$ cat config.mk
export PLATFORM = sky130hd
export DESIGN_NAME = if_fetch_stage
export DESIGN_NICKNAME = d
export VERILOG_FILES = /design/src/rtl/if_fetch_stage_pkg.sv /design/src/rtl/if_fetch_stage_pc_sel.sv /design/src/rtl/if_fetch_stage.sv
export SDC_FILE = /design/constraint.sdc
export NUM_CORES = 1
export LEC_CHECK = 0
export ABC_AREA = 1
export BUFFER_PORTS_ARGS = -buffer_cell sky130_fd_sc_hd__buf_4
export CAP_MARGIN = 30
export CORE_MARGIN = 1.5
export CORE_UTILIZATION = 49
export DETAILED_ROUTE_END_ITERATION = 7
export PLACE_DENSITY_LB_ADDON = 0.25
export SYNTH_ARGS = -nofsm -noshare
export SYNTH_HDL_FRONTEND = slang
export SYNTH_SLANG_ARGS = --single-unit
$ cat constraint.sdc
create_clock -name clk -period 1.65 [get_ports clk]
set_input_delay 0.33 -clock clk [delete_from_list [all_inputs] [get_ports clk]]
set_output_delay 0.33 -clock clk [all_outputs]
set_load 0.05 [all_outputs]
$ cat src/rtl/if_fetch_stage_pkg.sv
// Shared constants for the instruction-fetch stage: stall bus encoding,
// branch bus width and default fetch geometry.
package if_fetch_stage_pkg;

  localparam int          STALL_W      = 6;
  localparam logic        STOP         = 1'b1;
  localparam logic        NO_STOP      = 1'b0;
  localparam int          BR_WD        = 33;
  localparam int          DEF_FETCH_W  = 2;
  localparam logic [31:0] DEF_RESET_PC = 32'hbfc0_0000;

  // {ce, adel, mask[fetch_w-1:0], pc[31:0]}
  function automatic int if_to_id_wd(input int fetch_w);
    return 34 + fetch_w;
  endfunction

endpackage

$ cat src/rtl/if_fetch_stage_pc_sel.sv
// Next-fetch target priority (flush > branch > pending > sequential) and the
// derived aligned address, slot-valid mask and misalignment flag.
module if_fetch_stage_pc_sel #(
  parameter int FETCH_W = 2
) (
  input  logic               flush,
  input  logic [31:0]        new_pc,
  input  logic               br_e,
  input  logic [31:0]        br_addr,
  input  logic               pend_v,
  input  logic [31:0]        pend_addr,
  input  logic [31:0]        pc,
  output logic [31:0]        next_pc,
  output logic [FETCH_W-1:0] next_mask,
  output logic               next_adel
);

  localparam int          OFF    = $clog2(FETCH_W) + 2;
  localparam int          SLOT_W = (OFF > 2) ? OFF - 2 : 1;
  localparam logic [31:0] STEP   = 32'(4 * FETCH_W);

  logic [31:0]       target;
  logic [SLOT_W-1:0] slot;

  always_comb begin
    if (flush)       target = new_pc;
    else if (br_e)   target = br_addr;
    else if (pend_v) target = pend_addr;
    else             target = pc + STEP;
  end

  generate
    if (FETCH_W > 1) begin : g_slot
      assign slot = target[OFF-1:2];
    end else begin : g_noslot
      assign slot = '0;
    end
  endgenerate

  // Slots below the target's slot in the fetch line are not executed.
  always_comb begin
    next_mask = '0;
    for (int i = 0; i < FETCH_W; i++) begin
      next_mask[i] = (32'(i) >= 32'(slot));
    end
  end

  assign next_pc   = {target[31:OFF], {OFF{1'b0}}};
  assign next_adel = (target[1:0] != 2'b00);

endmodule

$ cat src/rtl/if_fetch_stage.sv
// Instruction-fetch stage: holds the fetch PC, issues aligned line fetches and
// buffers an EX branch redirect that lands while the stage is stalled.
module if_fetch_stage
  import if_fetch_stage_pkg::*;
#(
  parameter logic [31:0] RESET_PC = DEF_RESET_PC,
  parameter int          FETCH_W  = DEF_FETCH_W
) (
  input  logic                               clk,
  input  logic                               rst,
  input  logic [STALL_W-1:0]                 stall,
  input  logic                               flush,
  input  logic [31:0]                        new_pc,
  input  logic [BR_WD-1:0]                   br_bus,
  output logic [if_to_id_wd(FETCH_W)-1:0]    if_to_id_bus,
  output logic                               inst_sram_en,
  output logic [3:0]                         inst_sram_wen,
  output logic [31:0]                        inst_sram_addr,
  output logic [31:0]                        inst_sram_wdata
);

  localparam int          OFF      = $clog2(FETCH_W) + 2;
  localparam logic [31:0] STEP     = 32'(4 * FETCH_W);
  localparam logic [31:0] PC_RESET = {RESET_PC[31:OFF], {OFF{1'b0}}} - STEP;

  logic               br_e;
  logic [31:0]        br_addr;
  logic               update;
  logic               stall_unused;

  logic [31:0]        pc;
  logic               ce;
  logic [FETCH_W-1:0] mask;
  logic               adel;
  logic               pend_v;
  logic [31:0]        pend_addr;

  logic [31:0]        next_pc;
  logic [FETCH_W-1:0] next_mask;
  logic               next_adel;

  assign {br_e, br_addr} = br_bus;
  assign stall_unused    = ^stall[STALL_W-1:1];

  // A flush always lands, even under stall; CTRL kills the flushed slot in ID.
  assign update = flush | (stall[0] == NO_STOP);

  if_fetch_stage_pc_sel #(
    .FETCH_W (FETCH_W)
  ) u_pc_sel (
    .flush     (flush),
    .new_pc    (new_pc),
    .br_e      (br_e),
    .br_addr   (br_addr),
    .pend_v    (pend_v),
    .pend_addr (pend_addr),
    .pc        (pc),
    .next_pc   (next_pc),
    .next_mask (next_mask),
    .next_adel (next_adel)
  );

  always_ff @(posedge clk) begin
    if (rst) begin
      pc        <= PC_RESET;
      ce        <= 1'b0;
      mask      <= '0;
      adel      <= 1'b0;
      pend_v    <= 1'b0;
      pend_addr <= '0;
    end else if (update) begin
      pc     <= next_pc;
      mask   <= next_mask;
      adel   <= next_adel;
      ce     <= 1'b1;
      pend_v <= 1'b0;
    end else begin
      ce <= 1'b0;
      if (br_e) begin
        pend_v    <= 1'b1;
        pend_addr <= br_addr;
      end
    end
  end

  assign if_to_id_bus    = {ce, adel, mask, pc};
  assign inst_sram_en    = ce;
  assign inst_sram_wen   = 4'h0;
  assign inst_sram_addr  = pc;
  assign inst_sram_wdata = 32'h0;

endmodule

After elaboration in Yosys (flattened, before gate mapping)
Index checks and enable logic that the tools add are counted.
- flip-flop bits (word level): 66
- input port bits: 74
- output and inout port bits: 105
- logic and storage cells: 18
- add/sub/neg operators: 1
- $lt $le $gt $ge: 1
- muxes and demuxes: 4
- bitwise gates (word level): 3
- reduce and logical (&&, ||, !) cells: 3
- operators with widths (cell ; count):
    $mux W32 ; 3
    $add A32 B4 Y32 const B ; 1
    $not A1 Y1 ; 2
    $reduce_and A2 Y1 ; 1
    $reduce_bool A2 Y1 ; 1
    $reduce_or A2 Y1 ; 1
    $ge A1 B1 Y1 const A ; 1
    $mux W1 ; 1
    $or A1 B1 Y1 ; 1

Depth between registers and ports, before layout
Gate-level depths: netlist of run 1.
- depth after elaboration: 5
- mapped depth: 11
- gate-level depth less buffers: 11

Modules after synthesis
Synthesis of run 1 repeated with hierarchy kept, for this count alone.
- cells, all modules: 831
- area total of the unflattened synthesis: 5051.1 um2
- by module, submodules not included (module ; instances ; cells an instance ; area each (um2) ; seq. area each (um2)):
    if_fetch_stage ; 1 ; 429 ; 3075.4 ; 1381.3
    if_fetch_stage_pc_sel ; 1 ; 402 ; 1975.6 ; 0.0

Least setup slack after synthesis of run 1
No wires, ideal clock.
- kind: register to register
- start: reg pc[3], in the netlist inst_sram_addr[3]
- end: reg pc[11], in the netlist inst_sram_addr[11]
- data arrival time: 1.812 ns
- data required time: 1.534 ns
- slack: -0.278 ns
- stages on the path, launching flop included: 11
- clock period less this slack: 1.928 ns
- path through: dfxtp_1 > ha_1 > inv_1 > nor2_2 > nand2_1 > a21oi_1 > o21ai_0 > o211ai_1 > nand2_1 > nand2_1 > nand2_1
- cells in the longest elaborated chain, start to end: 4
- ends and longest elaborated chain (item ; line ; RTL):
    start, declared ; if_fetch_stage.sv:31 ; logic [31:0] pc;
    start signal, assigned ; if_fetch_stage.sv:72 ; pc <= next_pc;
    $add A32 B4 Y32 ; if_fetch_stage_pc_sel.sv:29 ; else target = pc + STEP;
    $mux W32 ; if_fetch_stage_pc_sel.sv:28 ; else if (pend_v) target = pend_addr;
    $mux W32 ; if_fetch_stage_pc_sel.sv:27 ; else if (br_e) target = br_addr;
    $mux W32 ; if_fetch_stage_pc_sel.sv:26 ; if (flush) target = new_pc;
No other way between the ends.
A chain may end at the register's enable or synchronous reset.

Worst setup path after layout of run 1
- start: reg pend_v
- end: reg pc[13], in the netlist inst_sram_addr[13]
- cells in the longest elaborated chain, start to end: 3
- ends and longest elaborated chain (item ; line ; RTL):
    start, declared ; if_fetch_stage.sv:35 ; logic pend_v;
    start signal, assigned ; if_fetch_stage.sv:69 ; pend_v <= 1'b0;
    start signal, assigned ; if_fetch_stage.sv:76 ; pend_v <= 1'b0;
    start signal, assigned ; if_fetch_stage.sv:80 ; pend_v <= 1'b1;
    $mux W32 ; if_fetch_stage_pc_sel.sv:28 ;
    $mux W32 ; if_fetch_stage_pc_sel.sv:27 ;
    $mux W32 ; if_fetch_stage_pc_sel.sv:26 ;
No other way between the ends.

==> results of run 1 <==
through the flow:
step                cell area (um^2)  power [uW]  setup WS (ps)  TNS [ps]
finish                          5740        5530           93.0         0
CTS                             5670        5510          -3.71     -3.71
global route                    5740        5750          -5.57     -5.99
detailed placement              5410        3720           18.7         0
global placement                5410        3700           68.5         0
floorplan                       4630        3230          -2.24     -2.24
cells by family after synthesis:
group	after synthesis	share of synthesized area, %
buffers and inverters	168	20.7
other	1	0.0844
AND/OR/NAND/NOR	276	26.3
AO/OA/AOI/OAI	175	21.7
flip-flops	66	29.7
XOR/XNOR	6	1.18
adder cells (fa/ha/maj)	1	0.282
registers in the layout (all words and copies together) (netlist names):
signal / flops
pend_addr: 32
inst_sram_addr: 29
mask: 2
adel: 1
inst_sram_en: 1
pend_v: 1
final cells by class:
cell class,count,area (um^2)
clock inverter,5,108
sequential,66,1360
inverter,66,248
multi-input combinational,500,2420
clock buffer,11,153
timing repair buffer,170,1310
tap,108,135
fill,808,3030
report_power, final:
part	total [uW]	internal (uW)	switching, uW
clock network	1800	1110	694
logic	1910	589	1320
registers	1820	1710	115
total	5530	3400	2130
cell usage in the layout (no fill, tap or decap), drive strengths merged, types with 2 or more instances in the layout:
cell type / count
buf: 170
nand2: 142
nor2: 96
a21oi: 91
dfxtp: 66
inv: 65
o21ai: 52
conb: 42
nand3: 28
clkbuf: 11
o211ai: 7
nand4: 6
o221ai: 6
o22ai: 5
a22oi: 4
a221oi: 4
xor2: 3
xnor2: 3
bufinv: 3
clkinv: 3
nand3b: 2
o21bai: 2
a21o: 2
how the worst min path moves through the flow:
stage                         to  cells past startpoint          start  slack [ps]
3_5_place_dp       pend_addr[15]                      2  pend_addr[15]         440
2_1_floorplan               adel                      2           adel         430
3_3_place_gp       pend_addr[17]                      2  pend_addr[17]         440
5_1_grt        inst_sram_addr[4]                      3      new_pc[4]         220
6_report       inst_sram_addr[4]                      3      new_pc[4]         210
4_1_cts        inst_sram_addr[4]                      3      new_pc[4]         210
per-layer routing:
| metal | part of all wire (%) | up-vias | GRT usage [%] |
|---|---|---|---|
| li1 | - | 2389 | - |
| met1 | 44 | 2216 | 40.1 |
| met4 | 1.6 | 0 | 7.69 |
| met3 | 6.6 | 21 | 4.22 |
| met5 | 0 | - | 0 |
| met2 | 48 | 208 | 49.0 |
what timing repair did:
item | 4_1_cts | 5_1_grt
pin swaps | 0 | 3
endpoints found under the setup margin | 1 | 16
resized for setup | 0 | 20
worst max-delay path: stages (launching register included):
cell      delay (ps)
dfxtp_1          390
inv_1             70
nor2_2           120
inv_1            170
o21ai_0          440
o21bai_1         190
a22oi_1           80
==> reports/qor.yml, run 1 <==
outcome: "finished clean"
instances_no_fill: 926
dr_total_vias: 4834
drive_above_1_share_pct: 29.7
tightest_slew_ps: 595
cap_violations: 0
placed_cells: 910
ys.flop_type: "dfxtp_1"
grt_max_degree: 28
final_hold_viol_count: 0
startpoint: "pend_v"
diodes: 0
async_flop_share_pct: 0
antenna_found_initial: 0
root_buffer: "clkbuf_8"
place.gp.congestion: 0.913
ant_nets: 0
grt_pass1_wl_mm: 22.5
cp_max_fo: 8
wl_per_cell_um: 15.5
worst_setup_path_endpoint: "inst_sram_addr[13]"
synth_top_cell_area_share_pct: 29.7
cts_tree: "yes"
hp-class: "primary input to register"
port_buffers: 131
hold_slack_ps: 210
crit_path_end_kind: "register"
postCtsSetupBuffers: 0
crit_arrival_ps: 1790
cts_inserted_buffers: 9
grt_pass1_vias: 4445
fin_skew_ps: 13.6
p_leak_uw: 0.00271
htreeDepth: 3
area_growth_pct: 29.1
r2r_slack_ps: 90
synth_area_per_cell_um2: 6.41
ys_ff_latch: 66
hpwl_mm: 11.0
initial_core_util_pct: 50.7
cts.sinks: 66
max_freq_mhz: 642
syn_area_um2: 4440
grt-ovfl-total: 0
core_um2: 8760
synth_area_leaders: "dfxtp_1, buf_4, nand2_1"
fp.dieW_um: 98.2
grt_util_all_layers_pct: 29.4
fin_crit_ps: 1560
p_per_area_nw_per_um2: 965
yosysSeqAreaShare_pct: 29.7
ys_types: 36
worst_setup_path_start_kind: "register"
synth_most_common_cell: "nand2_1"
final-setup-viol-count: 0
ys_warn_count: 0
netlist_instances: 693
die_y_um: 98.2
drtPass1Iterations: 5
path_clk_slew_ps: 80
worstReg2RegStart: "pend_v"
post-route-util_pct: 65.4
slew_headroom_pct: 60.3
maxSlewViolCount: 0
clk_latency_ps: 350
reg2reg_depth: 6
ir_drop_mv: 0.690
critPathRequiredTime_ps: 1890
synth_edf_count: 0
crit_type: "register to register"
viasPerCell: 5.22
rows: 34
hold_buffers: 0
synthTopCellsByCount: "nand2_1, a21oi_1, nor2_1, buf_4, dfxtp_1"
fin_crit_sh_pct: 94.4
synth_top_area_cell: "dfxtp_1"
timing.rr.end: "inst_sram_addr[13]"
io-pin-count: 179
cts_buffer_depth: 2
drc: 0
drt_iter0_markers: 314
num-nets-final: 888
drt_wl_total_mm: 14.4
fp.dieArea_um2: 9650
(Power assumes the default switching activity.)
==> inputs of run 2 (changes only) <==
--- a/config.mk
+++ b/config.mk
@@ -5,13 +5,13 @@
 export SDC_FILE = /design/constraint.sdc
 export NUM_CORES = 1
 export LEC_CHECK = 0
-export ABC_AREA = 1
 export BUFFER_PORTS_ARGS = -buffer_cell sky130_fd_sc_hd__buf_4
 export CAP_MARGIN = 30
 export CORE_MARGIN = 1.5
 export CORE_UTILIZATION = 49
 export DETAILED_ROUTE_END_ITERATION = 7
 export PLACE_DENSITY_LB_ADDON = 0.25
+export RECOVER_POWER = 25
 export SYNTH_ARGS = -nofsm -noshare
 export SYNTH_HDL_FRONTEND = slang
 export SYNTH_SLANG_ARGS = --single-unit
==> run 2 against run 1 <==
The run now ends with setup timing left. Largest power group unchanged. First-iteration DRC count decreased by 5.1%. Worst hold slack got worse by 49 ps. Die area decreased by 3.9%. Global-route usage increased by 3.7 points. Clock skew decreased by 3.0 ps. Cell area increased by 8.5%. Largest cell class unchanged. Wire length increased by 4.4%.
==> reports/qor.yml, run 2 <==
htreeDepth: 3
cts_tree: "yes"
cp.buffers_inverters: 0
core_um2: 8340
design_area_um2: 6220
crit_type: "register to register"
cap_violations: 0
drc: 0
p_per_area_nw_per_um2: 842
final-setup-viol-count: 20
area_growth_pct: 46.0
async_flop_share_pct: 0
startpoint: "inst_sram_addr[4]"
synth_edf_count: 0
netlist_instances: 577
cp.depth: 6
hp-class: "primary input to register"
grt_setup_unrepaired: "yes"
drt_iter0_markers: 298
ys_warn_count: 0
yosysSeqAreaShare_pct: 31.0
fin_crit_sh_pct: 122
final_hold_viol_count: 0
path_clk_slew_ps: 70
io-pin-count: 179
p_leak_uw: 0.00267
tns_ps: -2150
crit_family: "simple AND/OR/NAND/NOR gates"
top_register: "pend_addr"
hold_slack_ps: 161
ys_ff_latch: 66
post-route-util_pct: 74.6
fin_skew_ps: 10.6
synth_area_per_cell_um2: 7.39
reg2reg_depth: 6
diodes: 0
dr_total_vias: 5000
cts_inserted_buffers: 9
initial_core_util_pct: 51.1
cts_buffer_depth: 2
pre_cts_slack_ps: -336
outcome: "finished, violations left"
crit_path_end_kind: "register"
slew_headroom_pct: 44.5
layout_commonest_cell: "buf_4"
synth_top_area_cell: "dfxtp_1"
cts.sinks: 66
grt_max_degree: 25
fp.dieW_um: 96.3
place.gp.congestion: 0.914
port_buffers: 131
ys.flop_type: "dfxtp_1"
antenna_found_initial: 0
ir_drop_mv: 0.718
violations: "setup timing"
grt_pass1_vias: 4546
ys_types: 60
ant_nets: 0
cp_cell_sequence: "ha_4, nand4_4, or4_4, or2_4, or4_1, a31oi_1"
hpwl_mm: 11.3
grt_pass1_wl_mm: 23.0
grt-ovfl-total: 0
wl_per_cell_um: 17.2
critPathRequiredTime_ps: 1920
drt_wl_total_mm: 15.0
worst_setup_path_start_kind: "register"
grt_util_all_layers_pct: 33.1
synthTopCellsByCount: "nand2_1, buf_4, dfxtp_1, a21oi_1, o21ai_0"
root_buffer: "clkbuf_8"
maxSlewViolCount: 0
mostFrequentLayoutCells: "buf_4, nand2_1, a21oi_1"
tightest_slew_ps: 833
max_freq_mhz: 497
drive_above_1_share_pct: 42.1
worstReg2RegStart: "inst_sram_addr[4]"
crit_arrival_ps: 2280
viasPerCell: 5.73
rows: 33
synth_area_leaders: "dfxtp_1, buf_4, nand2_1"
die_y_um: 96.3
num-nets-final: 838
syn_area_um2: 4260
synth_top_cell_area_share_pct: 31.0
dpl_cell_area_um2: 5700
cp_max_fo: 2
drtPass1Iterations: 5
hold_start: "new_pc[2]"
r2r_slack_ps: -360
largest_register_ffs: 32
critical-path-max-stage-delay_ps: 470
setup_ws_ps: -361
synth_most_common_cell: "nand2_1"
cpMaxStageDelayCell: "or4_1"
fin_crit_ps: 2010
fp.dieArea_um2: 9270
whs_path_depth: 2
clk_latency_ps: 350
## run 2: changes by cell type after synthesis, moves of 15 or more
| cell | before | now |
|---|---|---|
| nand2_1 | 137 | 96 |
| nand3_1 | 27 | 12 |
| inv_1 | 60 | 11 |
| nor2_1 | 84 | 25 |
| a21oi_1 | 91 | 65 |
| o21ai_0 | 49 | 30 |
## run 2: stage by stage
step           instances  total power [uW]
2_1_floorplan        618              3210
3_3_place_gp         847              3800
3_5_place_dp         847              3830
4_1_cts              869              5180
5_1_grt              873              5450
6_report             873              5240
## run 2: path summary, 6_finish.rpt
| kind | end |
|---|---|
| worst min register to register | pend_addr[0] |
| worst max register to register | inst_sram_addr[29] |
| worst min-delay path | mask[0] |
| worst max-delay path | inst_sram_addr[29] |
## run 2: cells by family after synthesis
kind of cell               share of synthesized area, %
other                                            0.0879
DFF                                                31.0
buffers and inverters                              17.6
muxes                                             0.939
adders and majority gates                         0.293
xor gates and xnor gates                           2.26
and+or+nand+nor                                    22.2
AOI/OAI and AO/OA                                  25.6
## run 2: layout make-up
class / instances / area, um^2
inverter: 11 / 41.3
timing repair buffer: 243 / 1850
fill: 671 / 2120
clock inverter: 2 / 11.3
multi-input combinational: 432 / 2640
tap: 105 / 131
clock buffer: 14 / 163
sequential: 66 / 1390
## run 2: layer usage
| layer | vias up | global-route usage [%] | wire, um |
|---|---|---|---|
| met4 | 0 | 15.3 | 533 |
| met3 | 46 | 5.21 | 1280 |
| li1 | 2316 | - | - |
| met2 | 302 | 53.8 | 7070 |
| met5 | - | 0 | 0 |
| met1 | 2336 | 42.9 | 6130 |
## run 2: timing repair
action / CTS / global route
hold buffers: 0 / 0
buffers inserted: 6 / 6
gates cloned: 0 / 0
resized for setup: 40 / 20
pin swaps: 29 / 22
setup endpoints to repair: 17 / 20
## run 2: where the power goes
part           total (uW)  leakage [uW]  switching, uW  internal (uW)
clock                1260     0.0000910            634            629
combinational        2200       0.00203           1410            790
sequential           1770      0.000543           78.8           1690
